## config.mk

```make
export PLATFORM = sky130hd
export DESIGN_NAME = result_uart_tx
export DESIGN_NICKNAME = d
export VERILOG_FILES = /design/src/rtl/result_uart_tx.sv
export SDC_FILE = /design/constraint.sdc
export NUM_CORES = 1
export LEC_CHECK = 0
export ABC_AREA = 1
export CAP_MARGIN = 20
export CORE_MARGIN = 4
export CORE_UTILIZATION = 53
export DETAILED_ROUTE_END_ITERATION = 16
export PLACE_DENSITY = 0.88
export REMOVE_ABC_BUFFERS = 1
export SYNTH_ARGS = -nofsm -noshare
export SYNTH_HDL_FRONTEND = slang
export SYNTH_SLANG_ARGS = --single-unit
```

## constraint.sdc

```tcl
create_clock -name clk -period 1.95 [get_ports clk]
set_input_delay 0.585 -clock clk [delete_from_list [all_inputs] [get_ports clk]]
set_output_delay 0.585 -clock clk [all_outputs]
set_load 0.01 [all_outputs]
```

## src/rtl/result_uart_tx.sv

```systemverilog
// result_uart_tx
//   Transmits one fixed-length classifier result packet over an 8N1 UART
//   line for every rising edge of the engine's done level.
//
//   Packet (bytes in order, each START / 8 data LSB-first / STOP):
//     B0 = 8'hA5
//     B1 = {6'b0, K_mode, predicted_class}
//     B2 = latency[15:8]
//     B3 = latency[7:0]
//     B4 = B0^B1^B2^B3         (only when CHECKSUM_EN is defined)
//
//   Configuration macro: CHECKSUM_EN  (undefined -> 4-byte packet, no checksum)
//
// Parameters
//   CLK_FREQ_HZ  system clock frequency
//   BAUD         line rate; CLKS_PER_BIT = CLK_FREQ_HZ / BAUD, must be >= 4
//
// Ports
//   clk              system clock, rising edge
//   reset            asynchronous, active-low reset
//   done             classification done level; rising edge triggers a packet
//   predicted_class  class bit, sampled at trigger
//   K_mode           K selection bit, sampled at trigger
//   latency[15:0]    classification latency, sampled at trigger
//   tx               UART line, idle high, registered
//   busy             high while a packet is in flight
//   sent             one-cycle pulse when the final stop bit completes
//   overrun          sticky; a trigger arrived while busy (cleared by reset only)

module result_uart_tx #(
  parameter int unsigned CLK_FREQ_HZ = 100_000_000,
  parameter int unsigned BAUD        = 115200
) (
  input  logic        clk,
  input  logic        reset,
  input  logic        done,
  input  logic        predicted_class,
  input  logic        K_mode,
  input  logic [15:0] latency,
  output logic        tx,
  output logic        busy,
  output logic        sent,
  output logic        overrun
);

  localparam int unsigned CLKS_PER_BIT = CLK_FREQ_HZ / BAUD;
  localparam int unsigned BAUD_W       = (CLKS_PER_BIT > 1) ? $clog2(CLKS_PER_BIT) : 1;
  localparam logic [BAUD_W-1:0] BAUD_LAST = BAUD_W'(CLKS_PER_BIT - 1);
  localparam logic [7:0]  SYNC_BYTE    = 8'hA5;
`ifdef CHECKSUM_EN
  localparam logic [2:0]  LAST_BYTE    = 3'd4;
`else
  localparam logic [2:0]  LAST_BYTE    = 3'd3;
`endif

  if (CLKS_PER_BIT < 4) begin : g_bad_baud
    $error("result_uart_tx: CLKS_PER_BIT must be >= 4");
  end

  typedef enum logic [1:0] {
    S_IDLE,
    S_START,
    S_DATA,
    S_STOP
  } state_e;

  state_e              state_q, state_d;
  logic [BAUD_W-1:0]   baud_q, baud_d;
  logic [2:0]          bit_q, bit_d;
  logic [2:0]          byte_q, byte_d;
  logic                tx_q, tx_d;
  logic                busy_q, busy_d;
  logic                sent_q, sent_d;
  logic                ovr_q, ovr_d;
  logic                done_q;
  logic [1:0]          kp_q, kp_d;
  logic [15:0]         lat_q, lat_d;

  logic                trig;
  logic                bit_end;
  logic                start_pkt;
  logic [2:0]          bit_nx;
  logic [7:0]          cur_byte;

  assign trig    = done & ~done_q;
  assign bit_end = (baud_q == BAUD_LAST);
  assign bit_nx  = bit_q + 3'd1;

`ifdef CHECKSUM_EN
  logic [7:0] csum;
  assign csum = SYNC_BYTE ^ {6'b0, kp_q} ^ lat_q[15:8] ^ lat_q[7:0];
`endif

  // Byte currently being serialised, built from the frozen snapshot.
  always_comb begin
    cur_byte = SYNC_BYTE;
    case (byte_q)
      3'd0:    cur_byte = SYNC_BYTE;
      3'd1:    cur_byte = {6'b0, kp_q};
      3'd2:    cur_byte = lat_q[15:8];
      3'd3:    cur_byte = lat_q[7:0];
`ifdef CHECKSUM_EN
      3'd4:    cur_byte = csum;
`endif
      default: cur_byte = SYNC_BYTE;
    endcase
  end

  always_comb begin
    state_d   = state_q;
    baud_d    = baud_q;
    bit_d     = bit_q;
    byte_d    = byte_q;
    tx_d      = tx_q;
    sent_d    = 1'b0;
    ovr_d     = ovr_q;
    kp_d      = kp_q;
    lat_d     = lat_q;
    start_pkt = 1'b0;

    if (state_q != S_IDLE) begin
      baud_d = bit_end ? '0 : baud_q + 1'b1;
    end

    case (state_q)
      S_IDLE: begin
        if (trig) start_pkt = 1'b1;
      end
      S_START: begin
        if (bit_end) begin
          state_d = S_DATA;
          bit_d   = 3'd0;
          tx_d    = cur_byte[0];
        end
      end
      S_DATA: begin
        if (bit_end) begin
          if (bit_q == 3'd7) begin
            state_d = S_STOP;
            tx_d    = 1'b1;
          end else begin
            bit_d = bit_nx;
            tx_d  = cur_byte[bit_nx];
          end
        end
      end
      S_STOP: begin
        if (bit_end) begin
          if (byte_q == LAST_BYTE) begin
            state_d = S_IDLE;
            tx_d    = 1'b1;
            sent_d  = 1'b1;
            // A trigger landing on the final stop edge chains straight into
            // the next packet; busy never drops.
            if (trig) start_pkt = 1'b1;
          end else begin
            state_d = S_START;
            byte_d  = byte_q + 3'd1;
            tx_d    = 1'b0;
          end
        end
      end
      default: state_d = S_IDLE;
    endcase

    if (trig && !start_pkt) ovr_d = 1'b1;

    if (start_pkt) begin
      state_d = S_START;
      baud_d  = '0;
      bit_d   = 3'd0;
      byte_d  = 3'd0;
      tx_d    = 1'b0;
      kp_d    = {K_mode, predicted_class};
      lat_d   = latency;
    end

    busy_d = (state_d != S_IDLE);
  end

  always_ff @(posedge clk or negedge reset) begin
    if (!reset) begin
      state_q <= S_IDLE;
      baud_q  <= '0;
      bit_q   <= '0;
      byte_q  <= '0;
      tx_q    <= 1'b1;
      busy_q  <= 1'b0;
      sent_q  <= 1'b0;
      ovr_q   <= 1'b0;
      done_q  <= 1'b1;   // a done already high out of reset is not an edge
      kp_q    <= '0;
      lat_q   <= '0;
    end else begin
      state_q <= state_d;
      baud_q  <= baud_d;
      bit_q   <= bit_d;
      byte_q  <= byte_d;
      tx_q    <= tx_d;
      busy_q  <= busy_d;
      sent_q  <= sent_d;
      ovr_q   <= ovr_d;
      done_q  <= done;
      kp_q    <= kp_d;
      lat_q   <= lat_d;
    end
  end

  assign tx      = tx_q;
  assign busy    = busy_q;
  assign sent    = sent_q;
  assign overrun = ovr_q;

endmodule
```

==> impl_metrics.tcl, run 1 <==
set metrics [dict create \
    critPathMaxFanout 5 \
    place_ws_ps -135.6 \
    synth_seq_cells 41 \
    setup-tns-final_ps 0 \
    synth.largest_area_cell "dfrtp_1" \
    area_growth_pct 23.24 \
    die_area_um2 5512 \
    cp.arrival_ps 2110 \
    synthTopCellsByArea "dfrtp_1 42%, nand2_1 18%, ha_1 6.5%" \
    synthArstFlopShare_pct 100.0 \
    netlist-cell-type-count 28 \
    clock.fmax_mhz 536.7 \
    slew-limit-headroom_pct 65.93 \
    overflow 0 \
    grt_pass1_vias 1843 \
    drt-initial-drc-count 163 \
    hold_viol_final 0 \
    power.leakage_nw 1.511 \
    cts_tree "yes" \
    synth_area_um2 2326 \
    via_count 2074 \
    synth-edff-count 0 \
    stdcell_count 400 \
    start_kind "flop" \
    status "complete, no violations" \
    root_buffer "clkbuf_8" \
    vias_per_cell 5.185 \
    fin_crit_sh_pct 95.55 \
    core_area_um2 4115 \
    design_area_um2 2867 \
    grt_use_total_pct 19.21 \
    post-route-util_pct 69.66 \
    finalMaxSlewViolations 0 \
    row_count 23 \
    critPathRequiredTime_ps 2190 \
    layout.nets 382 \
    clock_sinks 41 \
    synthFlopType "dfrtp_1" \
    multi_input_area_um2 1165 \
    drive_gt1_share_pct 15.14 \
    clk_pin_slew_ps 80 \
    wirelength_mm 5.007 \
    gp_congestion 0.8940 \
    antenna_found_initial 0 \
    dp_cells 388 \
    setup_viol 0 \
    setup.worst_path.end_class "flop" \
    synth_top_area_share_pct 41.96 \
    tightest_slew_ps 511.1 \
    htreeDepth 2 \
    power_density_nw_per_um2 508.0 \
    avgSynthCellArea_um2 7.576 \
    yosysSeqAreaShare_pct 44.22 \
    diodes 0 \
    die_w_um 74.25 \
    mostFrequentLayoutCell "nand2_1" \
    start_util_pct 56.52 \
    remaining_drc_errors 0 \
    firstDrtPassIters 4 \
    drv_cap 0 \
    place_area_um2 2689 \
    finalCriticalPeriod_ps 1863 \
    die_y_um 74.25 \
    ys_warn_count 0 \
    ios 25 \
    wl_per_cell_um 12.52 \
    ant_nets 0 \
    layout_setup_ws_ps 86.74 \
    grt_first_pass_wirelength_mm 8.093 \
    port-buffer-count 24 \
    synth_cells 307 \
    max-clock-path-buffers 2 \
    numCtsBuffers 5 \
    peakVddDrop_mv 0.3966 \
    critPathKind "reg2reg" \
    final_cell_mix "108 x nand2_1, 39 x dfrtp_1, 31 x inv_1" \
    hold_path_class "in2async" \
    fin_skew_ps 6.479 \
    seq_area_um2 1028 \
    r2r_slack_ps 90 \
    dpl.hpwl_mm 3.603 \
    grt_max_degree 42 \
    clk_latency_ps 300 \
    n_fill_cell 333 \
]
[registers in the layout, summed over array words and instances (netlist names), 2 cells and up]
name	flops
lat_q	16
baud_q	10
bit_q	3
byte_q	3
kp_q	2
state_q	2
[report_power, final]
group          internal, W  switching (W)
sequential        0.000851    0.000000251
combinational    0.0000355      0.0000223
clock             0.000247       0.000300
total              0.00113       0.000322
[repair_timing]
| item | in CTS | in global routing |
|---|---|---|
| resized for setup | 2 | 13 |
| pin swaps | 0 | 7 |
| buffers inserted | 0 | 4 |
| setup endpoints to repair | 2 | 35 |
| hold buffers | 0 | 0 |
[routing by layer]
| metal | global-route usage [%] | up-vias | wire (um) |
|---|---|---|---|
| met3 | 5.270 | 9 | 286 |
| met1 | 26.26 | 951 | 2340 |
| li1 | - | 1057 | - |
| met2 | 29.13 | 57 | 2298 |
| met4 | 7.708 | 0 | 82 |
| met5 | 0 | - | 0 |
[final timing paths]
kind                            from   endpoint  cells after the start
hold / removal                 reset  baud_q[6]                      2
setup / recovery           baud_q[1]  byte_q[2]                     10
setup reg to reg           baud_q[1]  byte_q[2]                     10
min in group clk            lat_q[2]   lat_q[2]                      2
hold reg to reg             lat_q[2]   lat_q[2]                      2
max in group asynchronous      reset         tx                      2
[cell families (layout without fill, tap and decap cells)]
family,count (synthesis),count (layout),synth area share [%]
buffers and inverters,45,88,8.391
XOR/XNOR,4,4,1.506
adder cells (fa/ha/maj),12,12,6.455
flip-flops,41,41,44.22
AND/OR/NAND/NOR,175,175,32.44
AO/OA/AOI/OAI,30,30,6.993
[critical path, cell delays in order (launching register included)]
cell and delay, ps:
dfrtp_1 400, ha_4 160, buf_4 110, inv_1 40
nor4_1 330, nand2_1 150, inv_1 90, nand2_1 140
o21ai_0 250, nand2_1 80, inv_1 50
[Yosys cell counts, types with 2 or more instances]
| library cell | number |
|---|---|
| ha_1 | 12 |
| buf_4 | 2 |
| nor2_1 | 23 |
| o22ai_1 | 2 |
| xor2_1 | 4 |
| buf_6 | 2 |
| nand3_2 | 3 |
| nand4_1 | 3 |
| nand2_2 | 3 |
| dfrtp_1 | 39 |
| o21ai_0 | 11 |
| nand2_1 | 109 |
| buf_2 | 3 |
| dfstp_2 | 2 |
| inv_1 | 32 |
| inv_2 | 5 |
| nor3_1 | 4 |
| nand3_1 | 25 |
| a21oi_1 | 14 |
[metrics by stage]
stage / hold slack (ps) / total power [W]
global route: 382.5 / 0.001514
floorplan: 289.4 / 0.0008705
finish: 349.5 / 0.001456
CTS: 367.5 / 0.001469
global placement: 466.3 / 0.0009266
detailed placement: 466.6 / 0.0009277
[final cells by class]
cell class	instances	share of cell area, %
clock buffer	5	2.401
multi-input combinational	221	40.64
inverter	38	4.976
sequential	41	35.88
tap	50	2.182
clock inverter	3	0.6111
timing repair buffer	42	13.31
No activity file was read; power rests on OpenSTA's default activity.
==> run 2: changes to the inputs <==
- CORE_UTILIZATION: 53 -> 56
- GPL_ROUTABILITY_DRIVEN: unset -> 1
- PLACE_DENSITY: 0.88 -> 0.91
==> run 2 against run 1 <==
  * Cell area increased by 0.83%
  * Clock skew increased by 4.1 ps
  * Combinational power increased by 8.0%
  * Sequential power about the same
  * Largest power group unchanged
  * Highest routed layer unchanged
==> impl_metrics.tcl, run 2 (synthesized netlist as in run 1, its figures left out) <==
set metrics [dict create \
    root_buffer "clkbuf_8" \
    die_area_um2 5248 \
    finalPower_w 0.001455 \
    drive_gt1_share_pct 15.90 \
    final_cell_mix "108 x nand2_1, 37 x dfrtp_1, 31 x inv_1" \
    status "complete, no violations" \
    crit_family "simple AND/OR/NAND/NOR gates" \
    setup.worst_path.end_class "flop" \
    grt_max_degree 22 \
    max-clock-path-buffers 2 \
    cp.arrival_ps 2110 \
    die_w_um 72.45 \
    critPathMaxFanout 9 \
    hold_path_class "in2async" \
    cts_tree "yes" \
    clock_sinks 41 \
    wl_per_cell_um 13.88 \
    p_sw_w 0.0003157 \
    start_kind "flop" \
    sw_frac_of_total_pct 21.70 \
    clk_latency_ps 300 \
    n_fill_cell 273 \
    r2r-end "baud_q[3]" \
    seq_area_um2 1031 \
    die_y_um 72.45 \
    p_clk_share_pct 37.1 \
    fin_crit_sh_pct 97.93 \
    grt_first_pass_wirelength_mm 8.880 \
    grt_use_total_pct 21.51 \
    drt-initial-drc-count 289 \
    htreeDepth 2 \
    antenna_found_initial 0 \
    critPathKind "reg2reg" \
    power.leakage_nw 1.537 \
    internal_power_w 0.001139 \
    remaining_drc_errors 0 \
    dp_cells 384 \
    max_stage_delay_ps 410 \
    ant_nets 0 \
    numCtsBuffers 5 \
    cpMostUsedCell "nand2_2" \
    multi_input_area_um2 1171 \
    start_util_pct 58.15 \
    reg2reg_from "baud_q[1]" \
    finalMaxSlewViolations 0 \
    hold_buffers 0 \
    stdcell_count 396 \
    critPathRequiredTime_ps 2150 \
    largest_reg_flops 16 \
    ios 25 \
    combPwrFrac_pct 4.3 \
    gp_congestion 0.9878 \
    hold-worst-slack_ps 221.6 \
    port-buffer-count 24 \
    setup_viol 0 \
    wirelength_mm 5.496 \
    path_cells "ha_4, nand4_1, nor3_4, nand2_2, nand2_1, nand2_2, nand2_2, buf_12, nand2_1, nor2_1, nor3_2" \
    fin_skew_ps 10.57 \
    area_growth_pct 24.26 \
    drv_cap 0 \
    regMostFlops "lat_q" \
    diodes 0 \
    grt_pass1_vias 2059 \
    hold_viol_final 0 \
    clk_pin_slew_ps 80 \
    core_area_um2 4000 \
    crit_buf_inv 1 \
    r2r_slack_ps 40 \
    vias_per_cell 5.662 \
    finalCriticalPeriod_ps 1910 \
    dpl.hpwl_mm 3.840 \
    layout.nets 378 \
    slew-limit-headroom_pct 68.75 \
    via_count 2242 \
    r2r_cells 11 \
    pwr-share-seq_pct 58.6 \
    overflow 0 \
    largest_registers "lat_q x16, baud_q x10" \
    power_density_nw_per_um2 503.3 \
    firstDrtPassIters 5 \
    clock.fmax_mhz 523.6 \
    row_count 23 \
    peakVddDrop_mv 0.3993 \
    tightest_slew_ps 468.7 \
    mostFrequentLayoutCell "nand2_1" \
    cpMaxStageDelayCell "dfrtp_1" \
]
## run 2: cell type report
class | count | share of cell area, %
clock buffers | 6 | 2.511
clock inverters | 2 | 0.3463
inverters | 38 | 4.935
multi-input cells | 221 | 40.52
flip-flops and latches | 41 | 35.67
well taps | 50 | 2.165
repair buffers | 38 | 13.85
## run 2: layer usage
layer	up-vias	track usage, %	routed length (um)
met1	1059	27.02	2270
met3	23	5.402	349
met4	0	8.197	165
li1	1044	-	-
met5	-	0	0
met2	116	35.79	2711
## run 2: what timing repair did
item,4_1_cts,5_1_grt
buffers inserted,0,4
hold endpoints to repair,0,0
resized for setup,0,22
endpoints found under the setup margin,0,28
## run 2: how the worst max path moves through the flow
stage | end | slack [ps] | depth (start not counted) | startpoint
final | baud_q[3] | 40 | 11 | baud_q[1]
after global routing | tx | -60 | 15 | byte_q[0]
after CTS | tx | 4 | 1 | tx
after detailed placement | lat_q[4] | -120 | 11 | done
after global placement | baud_q[3] | -80 | 10 | done
after floorplan | baud_q[4] | -190 | 11 | byte_q[0]
## run 2: power groups by stage
stage / logic (W) / registers, W / clock network [W]
final: 0.0000624 / 0.000852 / 0.000540
after global routing: 0.0000697 / 0.000852 / 0.000577
after CTS: 0.0000638 / 0.000852 / 0.000538
after detailed placement: 0.0000637 / 0.000868 / 0
after global placement: 0.0000632 / 0.000868 / 0
after floorplan: 0.00000195 / 0.000869 / 0
## run 2: metrics by stage
stage / setup TNS, ps / setup slack [ps] / utilization [%] / area (um2)
2_1_floorplan: -1012 / -190.1 / - / 2273
3_3_place_gp: -1818 / -79.99 / 67.41 / 2696
3_5_place_dp: -2689 / -121.4 / 67.41 / 2696
4_1_cts: 0 / 3.708 / 69.47 / 2779
5_1_grt: -94.78 / -63.44 / 72.26 / 2890
6_report: 0 / 40.28 / 72.26 / 2890
## run 2: worst reg2reg max path: cells and delay by family (launching register included)
kind | cells | cell delay (ps)
simple gates | 9 | 1080
flops | 1 | 410
fa+ha+maj | 1 | 180
buf+inv | 1 | 150
